===== src/rtl/counter_pkg.sv =====
// Shared constants and elaboration helpers for the multi-channel counter.
package counter_pkg;

    localparam int unsigned CNT_WRAP = 0;
    localparam int unsigned CNT_SAT  = 1;

    // Ceiling log2, for sizing index fields from a count.
    function automatic int unsigned clog2(input longint unsigned value);
        int unsigned bits;
        longint unsigned v;
        bits = 0;
        v    = (value > 64'd0) ? value - 64'd1 : 64'd0;
        while (v > 64'd0) begin
            v    = v >> 1;
            bits = bits + 1;
        end
        return bits;
    endfunction

    // Saturation cannot coexist with cascading: a held channel never carries.
    function automatic bit mode_ok(input int unsigned cascade, input int unsigned saturate);
        return !((cascade != 0) && (saturate != 0));
    endfunction

    // Terminal value must be reachable and fit in the channel width.
    function automatic bit max_count_ok(input int unsigned width, input longint unsigned max_count);
        return (max_count >= 64'd1) && (max_count <= ((64'd1 << width) - 64'd1));
    endfunction

endpackage


===== src/rtl/counter_channel.sv =====
// One counter channel: value, terminal-count pulse, sticky overflow and carry.
module counter_channel
    import counter_pkg::*;
#(
    parameter int unsigned     WIDTH     = 8,
    parameter longint unsigned MAX_COUNT = (64'd1 << WIDTH) - 64'd1,
    parameter int unsigned     SATURATE  = CNT_WRAP
) (
    input  logic             clk,
    input  logic             rst,
    input  logic             adv,
    input  logic             up_dn,
    input  logic             load,
    input  logic [WIDTH-1:0] load_val,
    input  logic             ovf_clr,
    output logic [WIDTH-1:0] q,
    output logic             tc,
    output logic             ovf,
    output logic             carry_c
);

    localparam logic [WIDTH-1:0] MAXV = WIDTH'(MAX_COUNT);
    localparam logic [WIDTH-1:0] ZERO = '0;
    localparam logic [WIDTH-1:0] ONE  = WIDTH'(1);

    logic [WIDTH-1:0] q_nxt;
    logic [WIDTH-1:0] step;
    logic [WIDTH-1:0] clamp;
    logic             at_bound;
    logic             tc_nxt;
    logic             ovf_nxt;

    // Boundary detect, carry out (suppressed by a load) and next-value arithmetic.
    always_comb begin
        at_bound = up_dn ? (q == MAXV) : (q == ZERO);
        carry_c  = adv & at_bound & ~load;
        clamp    = (load_val > MAXV) ? MAXV : load_val;
        if (up_dn) begin
            if (q == MAXV) step = (SATURATE == CNT_SAT) ? MAXV : ZERO;
            else           step = q + ONE;
        end else begin
            if (q == ZERO) step = (SATURATE == CNT_SAT) ? ZERO : MAXV;
            else           step = q - ONE;
        end
    end

    // Next-state selection: load beats count beats hold; a terminal event beats ovf_clr.
    always_comb begin
        q_nxt   = q;
        tc_nxt  = carry_c;
        ovf_nxt = carry_c | (ovf & ~ovf_clr);
        if (load) begin
            q_nxt = clamp;
        end else if (adv) begin
            q_nxt = step;
        end
    end

    // State registers with synchronous reset.
    always_ff @(posedge clk) begin
        if (rst) begin
            q   <= '0;
            tc  <= 1'b0;
            ovf <= 1'b0;
        end else begin
            q   <= q_nxt;
            tc  <= tc_nxt;
            ovf <= ovf_nxt;
        end
    end

endmodule


===== src/rtl/counter_multichannel.sv =====
// N independent counters with optional cascading into one wide counter.
module counter_multichannel
    import counter_pkg::*;
#(
    parameter int unsigned     NUM_CH    = 2,
    parameter int unsigned     WIDTH     = 8,
    parameter longint unsigned MAX_COUNT = (64'd1 << WIDTH) - 64'd1,
    parameter int unsigned     SATURATE  = CNT_WRAP,
    parameter int unsigned     CASCADE   = 0
) (
    input  logic                    clk,
    input  logic                    rst,
    input  logic [NUM_CH-1:0]       en,
    input  logic [NUM_CH-1:0]       up_dn,
    input  logic [NUM_CH-1:0]       load,
    input  logic [NUM_CH*WIDTH-1:0] load_val,
    input  logic [NUM_CH-1:0]       ovf_clr,
    output logic [NUM_CH*WIDTH-1:0] q,
    output logic [NUM_CH-1:0]       tc,
    output logic [NUM_CH-1:0]       ovf
);

    if (!mode_ok(CASCADE, SATURATE)) begin : g_bad_mode
        $error("counter_multichannel: SATURATE must be 0 when CASCADE is 1");
    end
    if (!max_count_ok(WIDTH, MAX_COUNT)) begin : g_bad_max
        $error("counter_multichannel: MAX_COUNT out of range for WIDTH");
    end

    logic [NUM_CH-1:0] adv;
    logic [NUM_CH-1:0] carry;
    logic              carry_unused;

    // The last channel's carry (and all carries when not cascading) has no consumer.
    assign carry_unused = ^carry;

    // One channel per slice; in cascade mode each channel is gated by the previous carry.
    for (genvar i = 0; i < NUM_CH; i++) begin : g_ch
        if (i == 0 || CASCADE == 0) begin : g_solo
            assign adv[i] = en[i];
        end else begin : g_chain
            assign adv[i] = en[i] & carry[i-1];
        end

        counter_channel #(
            .WIDTH     (WIDTH),
            .MAX_COUNT (MAX_COUNT),
            .SATURATE  (SATURATE)
        ) u_ch (
            .clk      (clk),
            .rst      (rst),
            .adv      (adv[i]),
            .up_dn    (up_dn[i]),
            .load     (load[i]),
            .load_val (load_val[i*WIDTH +: WIDTH]),
            .ovf_clr  (ovf_clr[i]),
            .q        (q[i*WIDTH +: WIDTH]),
            .tc       (tc[i]),
            .ovf      (ovf[i]),
            .carry_c  (carry[i])
        );
    end

endmodule


===== config.mk =====
export PLATFORM = sky130hd
export DESIGN_NAME = counter_multichannel
export DESIGN_NICKNAME = d
export VERILOG_FILES = /design/src/rtl/counter_pkg.sv /design/src/rtl/counter_channel.sv /design/src/rtl/counter_multichannel.sv
export SDC_FILE = /design/constraint.sdc
export NUM_CORES = 1
export LEC_CHECK = 0
export ABC_CLOCK_PERIOD_IN_PS = 3800
export BUFFER_PORTS_ARGS = -buffer_cell sky130_fd_sc_hd__buf_4
export CORE_UTILIZATION = 55
export CTS_CLUSTER_SIZE = 16
export DETAILED_ROUTE_END_ITERATION = 6
export PLACE_DENSITY = 0.86
export SLEW_MARGIN = 20
export SYNTH_ARGS = -nofsm -noshare
export SYNTH_HDL_FRONTEND = slang
export SYNTH_SLANG_ARGS = --single-unit

===== constraint.sdc =====
create_clock -name clk -period 3.8 [get_ports clk]
set_input_delay 0.57 -clock clk [delete_from_list [all_inputs] [get_ports clk]]
set_output_delay 0.57 -clock clk [all_outputs]
set_load 0.03 [all_outputs]

# After elaboration in Yosys (flattened, before gate mapping)
# Cells that the tools add are included.
[word_totals] reg_bits=20 inputBits=26 output_inout_bits=20 word_cells=44
[op_classes] addsub=4 order_cmp=2 eq_ne=2 mux=14 bitwise=12 n_reduce_logical=4
[ops] operator="two-way mux 8 bit" count=12
[ops] operator="adder 8 x 1 -> 8 bit (second input constant)" count=2
[ops] operator="equality test 8 bit (second input constant)" count=2
[ops] operator="greater-than comparator 8 bit (second input constant)" count=2
[ops] operator="logical NOT 8 bit" count=2
[ops] operator="subtractor 8 x 1 -> 8 bit (second input constant)" count=2
[ops] operator="AND 1 bit" count=6
[ops] operator="inverter 1 bit" count=4
[ops] operator="nonzero test 2 bit" count=2
[ops] operator="two-way mux 1 bit" count=2
[ops] operator="bitwise OR 1 bit" count=2

# Depth between registers and ports, before layout
[logic_depth] depth_word=5 depth_mapped=8 mapped_depth_nobuf=7

# Modules after synthesis
# From an unflattened synthesis, not the netlist that was laid out.
[unflattened] hier_cells=250 area_unflattened_um2=1786.7
[modules_own_cells] mod="counter_channel" instances=2 cells_per_inst=125 area_each_um2=893.4 seq_area_each_um2=200.2

# Least setup slack after synthesis
# OpenSTA, ideal clock, no wires.
[synth_path] path_kind="register -> register" startpoint="register g_ch[0].u_ch.q[0]" endpoint="register g_ch[0].u_ch.q[3]" arrival_time_ns=1.976 setup_slack_ns=1.683 stages_incl_launch_ff=8 n_path_buf=0 path_cell_list="dfxtp_1 -> inv_1 -> ha_1 -> nor3b_1 -> and2_4 -> or4_4 -> a211oi_2 -> a2111oi_2"
[synth_via] elab_chain_len=5 word_cells_on_any_way=9 classes_between="add/sub (2); eq/ne (1); mux (5); reduce/logical (1)"
[synth_lines] element="start: declaration" line_no="counter_channel.sv:16" source="output logic [WIDTH-1:0] q,"
[synth_lines] element="start signal: assignment" line_no="counter_channel.sv:66" source="q <= q_nxt;"
[synth_lines] element="subtractor 8 x 1 -> 8 bit, or another cell as far along" line_no="counter_channel.sv:43" source="else step = q - ONE;"
[synth_lines] element="two-way mux 8 bit, on equally long branches" line_no="counter_channel.sv:42, counter_channel.sv:39"
[synth_lines] element="two-way mux 8 bit (*)" line_no="counter_channel.sv:38" source="if (up_dn) begin"
[synth_lines] element="two-way mux 8 bit (*)" line_no="counter_channel.sv:54" source="end else if (adv) begin"
[synth_lines] element="two-way mux 8 bit (*)" line_no="counter_channel.sv:52" source="if (load) begin"
# Mark *: on every way between the ends. The rest lies on a longest branch, timed or not. The select of a mux whose other input is x is not followed.
# A chain may end at the register's enable or synchronous reset.

# Final worst setup path
# Same ends and word-level chain as after synthesis.

==> results.toml <==
[power]
power.static_leakage_uw = 0.0008528
peak_supply_drop_mv = 0.2471
powerDensity_nw_per_um2 = 296.2

[cells_and_area]
flow.area_growth_from_synthesis_pct = 18.50
layout.cell_area.non_filler_um2 = 2092
final_util_pct = 68.52
design.final.nets = 304
layout-drive-gt1-share_pct = 22.14
num_antenna_cells = 0

[timing]
finalSetupViolations = 0
slew_headroom_pct = 69.03
final-max-slew-violation-count = 0
min_period_ns = 2.041
fmax_mhz = 490.1
finalClockSkew_ns = 0.002084
finalSetupTns_ns = 0
min_period_over_period_pct = 53.70
worst_hold_slack_ns = 0.4512
final-hold-violation-count = 0
tightest_slew_ns = 0.4640
setup_repair_after_global_routing_missed_its_margin = "no"

[die]
placeableCoreArea_um2 = 3053
die_height_um = 58.66
design.portCount = 46
fp.dieW_um = 58.66
dieArea_um2 = 3440
initial_utilization_pct = 57.83
rows = 20

[global_route]
grt_remaining_overflow = 0
via_count_of_the_first_global_routing_pass = 1589
initial_antenna_violation_count = 0
grt_first_pass_wirelength_um = 7376
grt_max_degree = 25
grt_use_total_pct = 27.39

[yosys]
syn_nets = 275
netlist_instances = 243
ys_warn_count = 0
synth_enable_flop_cells = 0
netlist_area_um2 = 1765
async_reset_ff_share_pct = 0
yosysUniqueCellTypes = 51
synthFlopType = "sky130_fd_sc_hd__dfxtp_1"
yosysSeqAreaShare_pct = 22.68
synth_area_per_cell_um2 = 7.265
yosys_register_bits = 20

[route]
dr.first_iter.drc_count = 134
via_per_inst = 6.089
detail_route.wirelength_um = 4550
remaining_drc_errors = 0
detail_route.first_pass.iterations = 4
vias = 1918
wl_per_cell_um = 14.44
number_of_routed_nets_with_antenna_violations = 0

[cts]
clk_transition_reported_paths_ns = 0.11
setup_fix_buffers_added_after_clock_tree_synthesis = 0
tritoncts = "done"
cts_max_path_buffers = 2
cts_resized = 0
clk-insertion-delay-late_ns = 0.30
clock-sinks = 20
cts_inserted_buffers = 3
h-tree-depth = 1
ctsRootBufferMaster = "sky130_fd_sc_hd__clkbuf_4"
hold_buffers = 0

[outcome]
run_status = "finished clean"

[setup_path]
worstSetupEndpointType = "register"
logic_depth_of_the_worst_path_buffers_included = 7
ff2ff_setup_slack_ns = 1.76
cp_cell_sequence = "inv_1, ha_1, nor3b_1, and2_4, or4_4, a211oi_2, a2111oi_2"
worst-path-max-fanout = 8
crit_buf_inv = 1
worst_ep_arrival_time_ns = 2.23
critPathKind = "reg2reg"
critical_path.slowest_cell = "sky130_fd_sc_hd__or4_4"
crit_path_start_kind = "register"
required_ns = 3.99
crit_family = "simple AND/OR/NAND/NOR gates"
slowest_delay_ns = 0.51
number_of_cells_on_the_worst_reg_to_reg_path = 7

[placement]
gp_congestion = 0.9371
hpwlAfterDp_um = 3166
port_buffer_count = 45
placement.cell_area_um2 = 2056

[min_path]
worst_hold_path.num_cells = 3
hold_class = "in2reg"

[run]
cap_violations = 0
[cell usage after synthesis (3+ instances only)]
library cell / instances / share of area [%]
sky130_fd_sc_hd__o221ai_1: 3 / 1.5
sky130_fd_sc_hd__inv_1: 12 / 2.6
sky130_fd_sc_hd__o21a_1: 5 / 2.1
sky130_fd_sc_hd__nand3_1: 12 / 3.4
sky130_fd_sc_hd__o211ai_1: 5 / 2.1
sky130_fd_sc_hd__xnor2_1: 4 / 2.0
sky130_fd_sc_hd__ha_1: 6 / 4.3
sky130_fd_sc_hd__nand4_1: 3 / 1.1
sky130_fd_sc_hd__nor3_1: 4 / 1.1
sky130_fd_sc_hd__and3_1: 3 / 1.1
sky130_fd_sc_hd__a31oi_1: 6 / 2.1
sky130_fd_sc_hd__clkbuf_1: 11 / 2.3
sky130_fd_sc_hd__nand2_1: 18 / 3.8
sky130_fd_sc_hd__a221oi_1: 3 / 1.5
sky130_fd_sc_hd__o21ai_0: 11 / 3.1
sky130_fd_sc_hd__buf_4: 5 / 2.1
sky130_fd_sc_hd__buf_2: 4 / 1.1
sky130_fd_sc_hd__and2_1: 3 / 1.1
sky130_fd_sc_hd__a21oi_1: 25 / 7.1
sky130_fd_sc_hd__a211oi_1: 3 / 1.3
sky130_fd_sc_hd__nor2b_1: 4 / 1.4
sky130_fd_sc_hd__nor2_1: 25 / 5.3
sky130_fd_sc_hd__nand2b_1: 8 / 2.8
sky130_fd_sc_hd__dfxtp_1: 20 / 23
sky130_fd_sc_hd__nor3b_1: 5 / 2.1
[cells in the final DEF, fill, tap and decap left out, types with 6 or more instances in the layout]
cell type / count
sky130_fd_sc_hd__ha_1: 6
sky130_fd_sc_hd__a21oi_1: 25
sky130_fd_sc_hd__nand2b_1: 8
sky130_fd_sc_hd__o21ai_0: 11
sky130_fd_sc_hd__inv_1: 12
sky130_fd_sc_hd__buf_4: 45
sky130_fd_sc_hd__dfxtp_1: 20
sky130_fd_sc_hd__nor2_1: 25
sky130_fd_sc_hd__nand2_1: 18
sky130_fd_sc_hd__nand3_1: 12
sky130_fd_sc_hd__a31oi_1: 6
[worst register-to-register path, stage by stage, from the launching register on]
cell	delay (ns)
sky130_fd_sc_hd__dfxtp_1	0.46
sky130_fd_sc_hd__inv_1	0.12
sky130_fd_sc_hd__ha_1	0.23
sky130_fd_sc_hd__nor3b_1	0.17
sky130_fd_sc_hd__and2_4	0.17
sky130_fd_sc_hd__or4_4	0.51
sky130_fd_sc_hd__a211oi_2	0.22
sky130_fd_sc_hd__a2111oi_2	0.05
[area by class of cell]
| type | count | area, µm² |
|---|---|---|
| flip-flops and latches | 20 | 400.4 |
| well taps | 44 | 55.05 |
| clock buffers | 4 | 36.28 |
| repair buffers | 45 | 337.8 |
| fillers | 288 | 960.9 |
| multi-input cells | 190 | 1217 |
| inverters | 12 | 45.04 |
[kinds of logic (layout without fill, tap and decap cells)]
logic type	after synthesis	in the layout	synth area share (%)
AOI/OAI and AO/OA	77	77	29.34
xor gates and xnor gates	6	6	2.977
adders and majority gates	6	6	4.252
buffers and inverters	33	61	8.363
DFF	20	20	22.68
muxes	2	2	1.134
and+or+nand+nor	99	99	31.26
[power by group]
| group | internal [µW] | switching [µW] |
|---|---|---|
| clock network | 58.5 | 64.3 |
| logic | 104 | 130 |
| registers | 224 | 38.2 |
| total | 387 | 232 |
[sequential cells by signal, indices dropped and copies added, names as in the netlist]
signal / flops
g_ch.u_ch.q: 16
g_ch.u_ch.ovf: 2
g_ch.u_ch.tc: 2
[worst paths after layout]
kind | from | to
setup / recovery | g_ch[0].u_ch.q[0] | g_ch[0].u_ch.q[3]
hold reg to reg | g_ch[0].u_ch.ovf | g_ch[0].u_ch.ovf
hold / removal | load_val[12] | g_ch[1].u_ch.q[4]
setup reg to reg | g_ch[0].u_ch.q[0] | g_ch[0].u_ch.q[3]
[layer usage]
layer | vias up | global-route usage (%) | part of all wire (%)
met2 | 95 | 40.56 | 46
met5 | - | 0 | 0
met3 | 6 | 4.835 | 8.1
li1 | 939 | - | -
met1 | 878 | 40.98 | 45
met4 | 0 | 6.803 | 1.1
[per-stage QoR]
stage / instances / worst slack [ns] / total power, µW
floorplan: 243 / 1.683 / 425.5
global placement: 311 / 1.882 / 490.9
detailed placement: 311 / 1.821 / 495.2
CTS: 315 / 1.771 / 619.4
global route: 315 / 1.684 / 653.9
finish: 315 / 1.759 / 619.7
Note: power is estimated with default switching activity, not from simulation.
